<file path="src/rtl/uart_pkg.sv">
// Shared UART definitions: parity modes and receiver states.
// Also used by the parametrised transmitter.
package uart_pkg;

  localparam int PAR_NONE = 0;
  localparam int PAR_EVEN = 1;
  localparam int PAR_ODD  = 2;

  typedef enum logic [2:0] {
    IDLE,
    START,
    DATA,
    PARITY,
    STOP
  } rx_state_e;

  // Expected parity bit for a data XOR under the given mode.
  function automatic logic par_bit(input int mode, input logic x);
    return (mode == PAR_ODD) ? ~x : x;
  endfunction

endpackage

</file>
<file path="src/rtl/uart_rx_sync.sv">
// Two-flop rx synchronizer with a one-clk delayed copy.
// fall pulses for one clk on a synchronized 1-to-0 transition.
module uart_rx_sync (
  input  logic clk,
  input  logic rst_n,
  input  logic rx,
  output logic rx_s,
  output logic fall
);

  logic meta;
  logic sync;
  logic dly;

  // Line idles high, so all stages come out of reset at 1.
  always_ff @(posedge clk or negedge rst_n) begin
    if (!rst_n) begin
      meta <= 1'b1;
      sync <= 1'b1;
      dly  <= 1'b1;
    end else begin
      meta <= rx;
      sync <= meta;
      dly  <= sync;
    end
  end

  assign rx_s = sync;
  assign fall = dly & ~sync;

endmodule

</file>
<file path="src/rtl/uart_rx_param.sv">
// Parametrised UART receiver: oversampled, midpoint sampling,
// parity and frame error reporting with a one-clk valid strobe.
module uart_rx_param
  import uart_pkg::*;
#(
  parameter int OVERSAMPLE  = 16,
  parameter int DATA_BITS   = 8,
  parameter int PARITY_MODE = 0,
  parameter int STOP_BITS   = 1
) (
  input  logic                 clk,
  input  logic                 rst_n,
  input  logic                 os_tick,
  input  logic                 rx,
  output logic [DATA_BITS-1:0] data,
  output logic                 valid,
  output logic                 parity_err,
  output logic                 frame_err,
  output logic                 busy
);

  localparam int CW = $clog2(OVERSAMPLE);
  localparam logic [CW-1:0] CNT_HALF = CW'(OVERSAMPLE / 2 - 1);
  localparam logic [CW-1:0] CNT_LAST = CW'(OVERSAMPLE - 1);
  localparam logic [3:0] BIT_LAST = 4'(DATA_BITS - 1);
  localparam logic STOP_LAST = 1'(STOP_BITS - 1);

  logic rx_s;
  logic fall;

  uart_rx_sync u_sync (
    .clk   (clk),
    .rst_n (rst_n),
    .rx    (rx),
    .rx_s  (rx_s),
    .fall  (fall)
  );

  rx_state_e state, state_n;
  logic [CW-1:0] cnt, cnt_n;
  logic [3:0] bit_idx, bit_idx_n;
  logic stop_idx, stop_idx_n;
  logic [DATA_BITS-1:0] shreg, shreg_n;
  logic par_acc, par_acc_n;
  logic perr_i, perr_n;
  logic ferr_i, ferr_n;
  logic done;
  logic tick_mid;

  assign tick_mid = os_tick && (cnt == CNT_LAST);
  assign busy = (state != IDLE);

  // FSM and datapath registers.
  always_ff @(posedge clk or negedge rst_n) begin
    if (!rst_n) begin
      state    <= IDLE;
      cnt      <= '0;
      bit_idx  <= '0;
      stop_idx <= 1'b0;
      shreg    <= '0;
      par_acc  <= 1'b0;
      perr_i   <= 1'b0;
      ferr_i   <= 1'b0;
    end else begin
      state    <= state_n;
      cnt      <= cnt_n;
      bit_idx  <= bit_idx_n;
      stop_idx <= stop_idx_n;
      shreg    <= shreg_n;
      par_acc  <= par_acc_n;
      perr_i   <= perr_n;
      ferr_i   <= ferr_n;
    end
  end

  // Next-state, sampling and error accumulation.
  always_comb begin
    state_n    = state;
    cnt_n      = cnt;
    bit_idx_n  = bit_idx;
    stop_idx_n = stop_idx;
    shreg_n    = shreg;
    par_acc_n  = par_acc;
    perr_n     = perr_i;
    ferr_n     = ferr_i;
    done       = 1'b0;
    unique case (state)
      IDLE: begin
        if (fall) begin
          state_n = START;
          cnt_n   = '0;
        end
      end
      START: begin
        if (os_tick) begin
          if (cnt == CNT_HALF) begin
            cnt_n = '0;
            if (rx_s) begin
              state_n = IDLE;
            end else begin
              state_n   = DATA;
              bit_idx_n = '0;
              par_acc_n = 1'b0;
              perr_n    = 1'b0;
              ferr_n    = 1'b0;
            end
          end else begin
            cnt_n = cnt + 1'b1;
          end
        end
      end
      DATA: begin
        if (tick_mid) begin
          cnt_n     = '0;
          shreg_n   = {rx_s, shreg[DATA_BITS-1:1]};
          par_acc_n = par_acc ^ rx_s;
          bit_idx_n = bit_idx + 4'd1;
          if (bit_idx == BIT_LAST) begin
            stop_idx_n = 1'b0;
            state_n = (PARITY_MODE != PAR_NONE) ? PARITY : STOP;
          end
        end else if (os_tick) begin
          cnt_n = cnt + 1'b1;
        end
      end
      PARITY: begin
        if (tick_mid) begin
          cnt_n      = '0;
          stop_idx_n = 1'b0;
          state_n    = STOP;
          if (rx_s != par_bit(PARITY_MODE, par_acc)) begin
            perr_n = 1'b1;
          end
        end else if (os_tick) begin
          cnt_n = cnt + 1'b1;
        end
      end
      STOP: begin
        if (tick_mid) begin
          cnt_n = '0;
          if (!rx_s) begin
            ferr_n = 1'b1;
          end
          if (stop_idx == STOP_LAST) begin
            state_n = IDLE;
            done    = 1'b1;
          end else begin
            stop_idx_n = stop_idx + 1'b1;
          end
        end else if (os_tick) begin
          cnt_n = cnt + 1'b1;
        end
      end
      default: begin
        state_n = IDLE;
      end
    endcase
  end

  // Publish the word and flags one clk after the last stop sample.
  always_ff @(posedge clk or negedge rst_n) begin
    if (!rst_n) begin
      data       <= '0;
      valid      <= 1'b0;
      parity_err <= 1'b0;
      frame_err  <= 1'b0;
    end else begin
      valid <= done;
      if (done) begin
        data       <= shreg_n;
        parity_err <= perr_n;
        frame_err  <= ferr_n;
      end
    end
  end

endmodule

</file>
<file path="config.mk">
export PLATFORM = sky130hd
export DESIGN_NAME = uart_rx_param
export DESIGN_NICKNAME = d
export VERILOG_FILES = /design/src/rtl/uart_pkg.sv /design/src/rtl/uart_rx_sync.sv /design/src/rtl/uart_rx_param.sv
export SDC_FILE = /design/constraint.sdc
export NUM_CORES = 1
export LEC_CHECK = 0
export BUFFER_PORTS_ARGS = -buffer_cell sky130_fd_sc_hd__buf_2
export CORE_MARGIN = 1
export CORE_UTILIZATION = 50
export CTS_BUF_LIST = sky130_fd_sc_hd__clkbuf_4 sky130_fd_sc_hd__clkbuf_8
export DETAILED_ROUTE_END_ITERATION = 6
export PLACE_DENSITY = 0.72
export SLEW_MARGIN = 30
export SYNTH_ARGS = -nofsm -noshare
export SYNTH_HDL_FRONTEND = slang
export SYNTH_SLANG_ARGS = --single-unit
</file>
<file path="constraint.sdc">
create_clock -name clk -period 1.68 [get_ports clk]
set_input_delay 0.168 -clock clk [delete_from_list [all_inputs] [get_ports clk]]
set_output_delay 0.168 -clock clk [all_outputs]
set_load 0.05 [all_outputs]
</file>
==> impl_metrics.csv <==
group,metric,value,unit
final_layout,drive_above_1_share,44.9,%
detailed_routing,ant_nets,0,
die,pin_count,16,
setup_path,cp-startpoint,"cnt[3]$_DFFE_PN0P_",
final_layout,synthToLayoutAreaGrowth,19.9,%
synth,synth_edf_count,0,
global_route,grt_start_max_net_pins,37,
setup_path,reg2reg_from,"cnt[3]$_DFFE_PN0P_",
power_and_ir_drop,peakVddDrop,0.747,mV
synth,yosys.area.top_type_share,47.2,%
power_and_ir_drop,internal_power,1430,uW
hold_path,min_path_type,"input port to flop",
synth,synth_cell_type_count,46,
clock_network,path_clk_slew,0.11,ns
outcome,status,"complete, no violations",
global_route,grt-ovfl-total,0,
power_and_ir_drop,switching_power,663,uW
hold_path,hp-start,"os_tick",
power_and_ir_drop,p_clk_share,23.1,%
placed_design,dp_hpwl,2200,um
global_route,grt_pass1_vias,1109,
detailed_routing,wl_per_cell,14.1,um
power_and_ir_drop,switching_share,31.7,%
synth,syn-cell-area,1750,um2
global_route,track_usage,19.4,%
timing,final.setup.tns,0,ns
run,maxCapViolCount,0,
power_and_ir_drop,p_seq_share,48.2,%
clock_network,tritoncts,"built",
synth,synthCells,140,
timing,setup_violations,0,
timing,finalWorstSetupSlack,0.0277,ns
global_route,antenna_found_initial,0,
timing,holdWs,0.238,ns
timing,rsz0062_at_grt,"yes",
timing,fin_crit,1.65,ns
final_layout,diodes,0,
clock_network,cts.sink_count,36,
setup_path,crit_type,"flop to flop",
power_and_ir_drop,p_leak,0.00104,uW
setup_path,cp-start-kind,"flop",
die,die_area,3740,um2
detailed_routing,dr_total_vias,1188,
detailed_routing,viasPerCell,5.35,
placed_design,gp_congestion,0.840,
power_and_ir_drop,cellPowerDensity,999,nW/um2
die,chipHeight,61.2,um
clock_network,htreeDepth,2,
timing,max_freq,605,MHz
placed_design,io_buffer_count,15,
clock_network,clk-insertion-delay-late,0.34,ns
synth,syn_area_per_cell,12.5,um2
timing,tightest_slew,0.553,ns
setup_path,crit_path_end_kind,"flop",
synth,synth_seq_cells,36,
synth,synth-async-reset-ratio,100,%
timing,hold_viol,0,
die,core-area,3340,um2
clock_network,clockBufferDepth,2,
die,chipWidth,61.2,um
detailed_routing,firstDrtPassIters,4,
detailed_routing,drt_iter0_drc,17,
detailed_routing,drc,0,
synth,synth_top_cell_by_area,"dfrtp_1",
setup_path,crit_path_max_fanout,6,
synth,ys_top_cells_by_area,"dfrtp_1 (47%), mux2_2 (12%), dfstp_2 (4.5%)",
die,start_util,52.5,%
placed_design,dp_slack,0.0342,ns
timing,relSlewSlack,62.7,%
setup_path,cp_data_arrival_time,1.89,ns
synth,yosys_warnings,0,
die,num_rows,21,
synth,seq_area_frac_synth,51.7,%
setup_path,cp.required,1.92,ns
detailed_routing,wl,3140,um
global_route,grt_pass1_wl,5120,um
power_and_ir_drop,comb_power_share,28.8,%
synth,syn-num-nets,146,
clock_network,cts_buffers,5,
clock_network,cts_root_buf,"clkbuf_4",
timing,finalCritPeriodShare,98.4,%
timing,finalClockSkew,0.00612,ns
final_layout,layout.nets,181,
final_layout,fill_cells,257,
timing,drv_slew,0,
synth,yosys_most_used_dff,"dfrtp_1",
==> stage by stage <==
stage	power, uW	util (%)	cell area, um2	instances
after floorplan	1400	-	1750	140
after global placement	1540	58.7	1960	207
after detailed placement	1560	58.7	1960	207
after CTS	2070	62.2	2080	221
after global routing	2210	62.9	2100	222
final	2100	62.9	2100	222
==> synth_stat cells (3+ instances only) <==
| cell type | number |
|---|---|
| mux2_2 | 18 |
| o21ai_0 | 6 |
| nor2_1 | 11 |
| buf_2 | 5 |
| nor2b_1 | 5 |
| nand2_1 | 6 |
| o21a_1 | 4 |
| dfrtp_1 | 33 |
| dfstp_2 | 3 |
==> layout by cell type, fill, tap and decap left out, types with 3 or more instances in the layout <==
cell type  instances
dfrtp_1           33
mux2_2            18
buf_4             15
buf_2             14
nor2_1            11
clkbuf_4           7
o21ai_0            6
nand2_1            6
nor2b_1            5
o21a_1             4
buf_6              3
dfstp_2            3
==> repair_timing <==
action	CTS	global route
resized for setup	2	4
hold endpoints to repair	34	0
hold buffers	2	0
setup endpoints to repair	1	13
buffers inserted	4	1
==> critical path: stages, from the launching register on <==
cell     delay, ns
dfrtp_1       0.49
or4b_4        0.56
nor3_4        0.16
nor2_1        0.09
mux2_2        0.26
==> routing by layer <==
| layer | vias to the layer above | wire length (um) | track usage, % |
|---|---|---|---|
| li1 | 579 | - | - |
| met1 | 578 | 1490 | 26.8 |
| met2 | 24 | 1480 | 28.9 |
| met3 | 7 | 106 | 5.04 |
| met4 | 0 | 55 | 8.77 |
| met5 | - | 0 | 0 |
==> power groups by stage <==
stage	combinational (uW)	clock, uW	sequential [uW]
4_1_cts	570	499	1000
2_1_floorplan	406	0	990
3_3_place_gp	522	0	1020
6_report	603	483	1010
5_1_grt	661	535	1020
3_5_place_dp	535	0	1020
==> flip-flops by register name, summed over array words and instances (netlist names), 3 cells and up <==
| name | flops |
|---|---|
| state | 3 |
| cnt | 4 |
| data | 8 |
| bit_idx | 4 |
| shreg | 8 |
==> path summary, 6_finish.rpt <==
check | cells past startpoint | endpoint | slack, ns
max | 4 | bit_idx[0]$_DFFE_PN0P_ | 0.03
min | 3 | cnt[2]$_DFFE_PN0P_ | 0.24
max reg2reg | 4 | bit_idx[0]$_DFFE_PN0P_ | 0.03
min reg2reg | 0 | u_sync.rx_s$_DFF_PN1_ | 0.37
max in group asynchronous | 3 | u_sync.rx_s$_DFF_PN1_ | 0.96
min in group asynchronous | 3 | cnt[3]$_DFFE_PN0P_ | 0.38
==> cell type report <==
cell class | instances | area (um2) | area share, %
Sequential cell | 36 | 905 | 43.1
Clock inverter | 1 | 8.76 | 0.417
Clock buffer | 7 | 52.6 | 2.50
Multi-Input combinational cell | 94 | 791 | 37.7
Timing Repair Buffer | 36 | 277 | 13.2
Inverter | 2 | 7.51 | 0.358
Tap cell | 46 | 57.6 | 2.74
==> cells by family after synthesis <==
family,Yosys count,synth area share (%)
mux,20,12.7
compound gates,25,11.5
simple gates,46,18.6
fa+ha+maj,2,1.43
flops,36,51.7
buf+inv,10,3.57
xor+xnor,1,0.500
No activity file was read; power rests on OpenSTA's default activity.
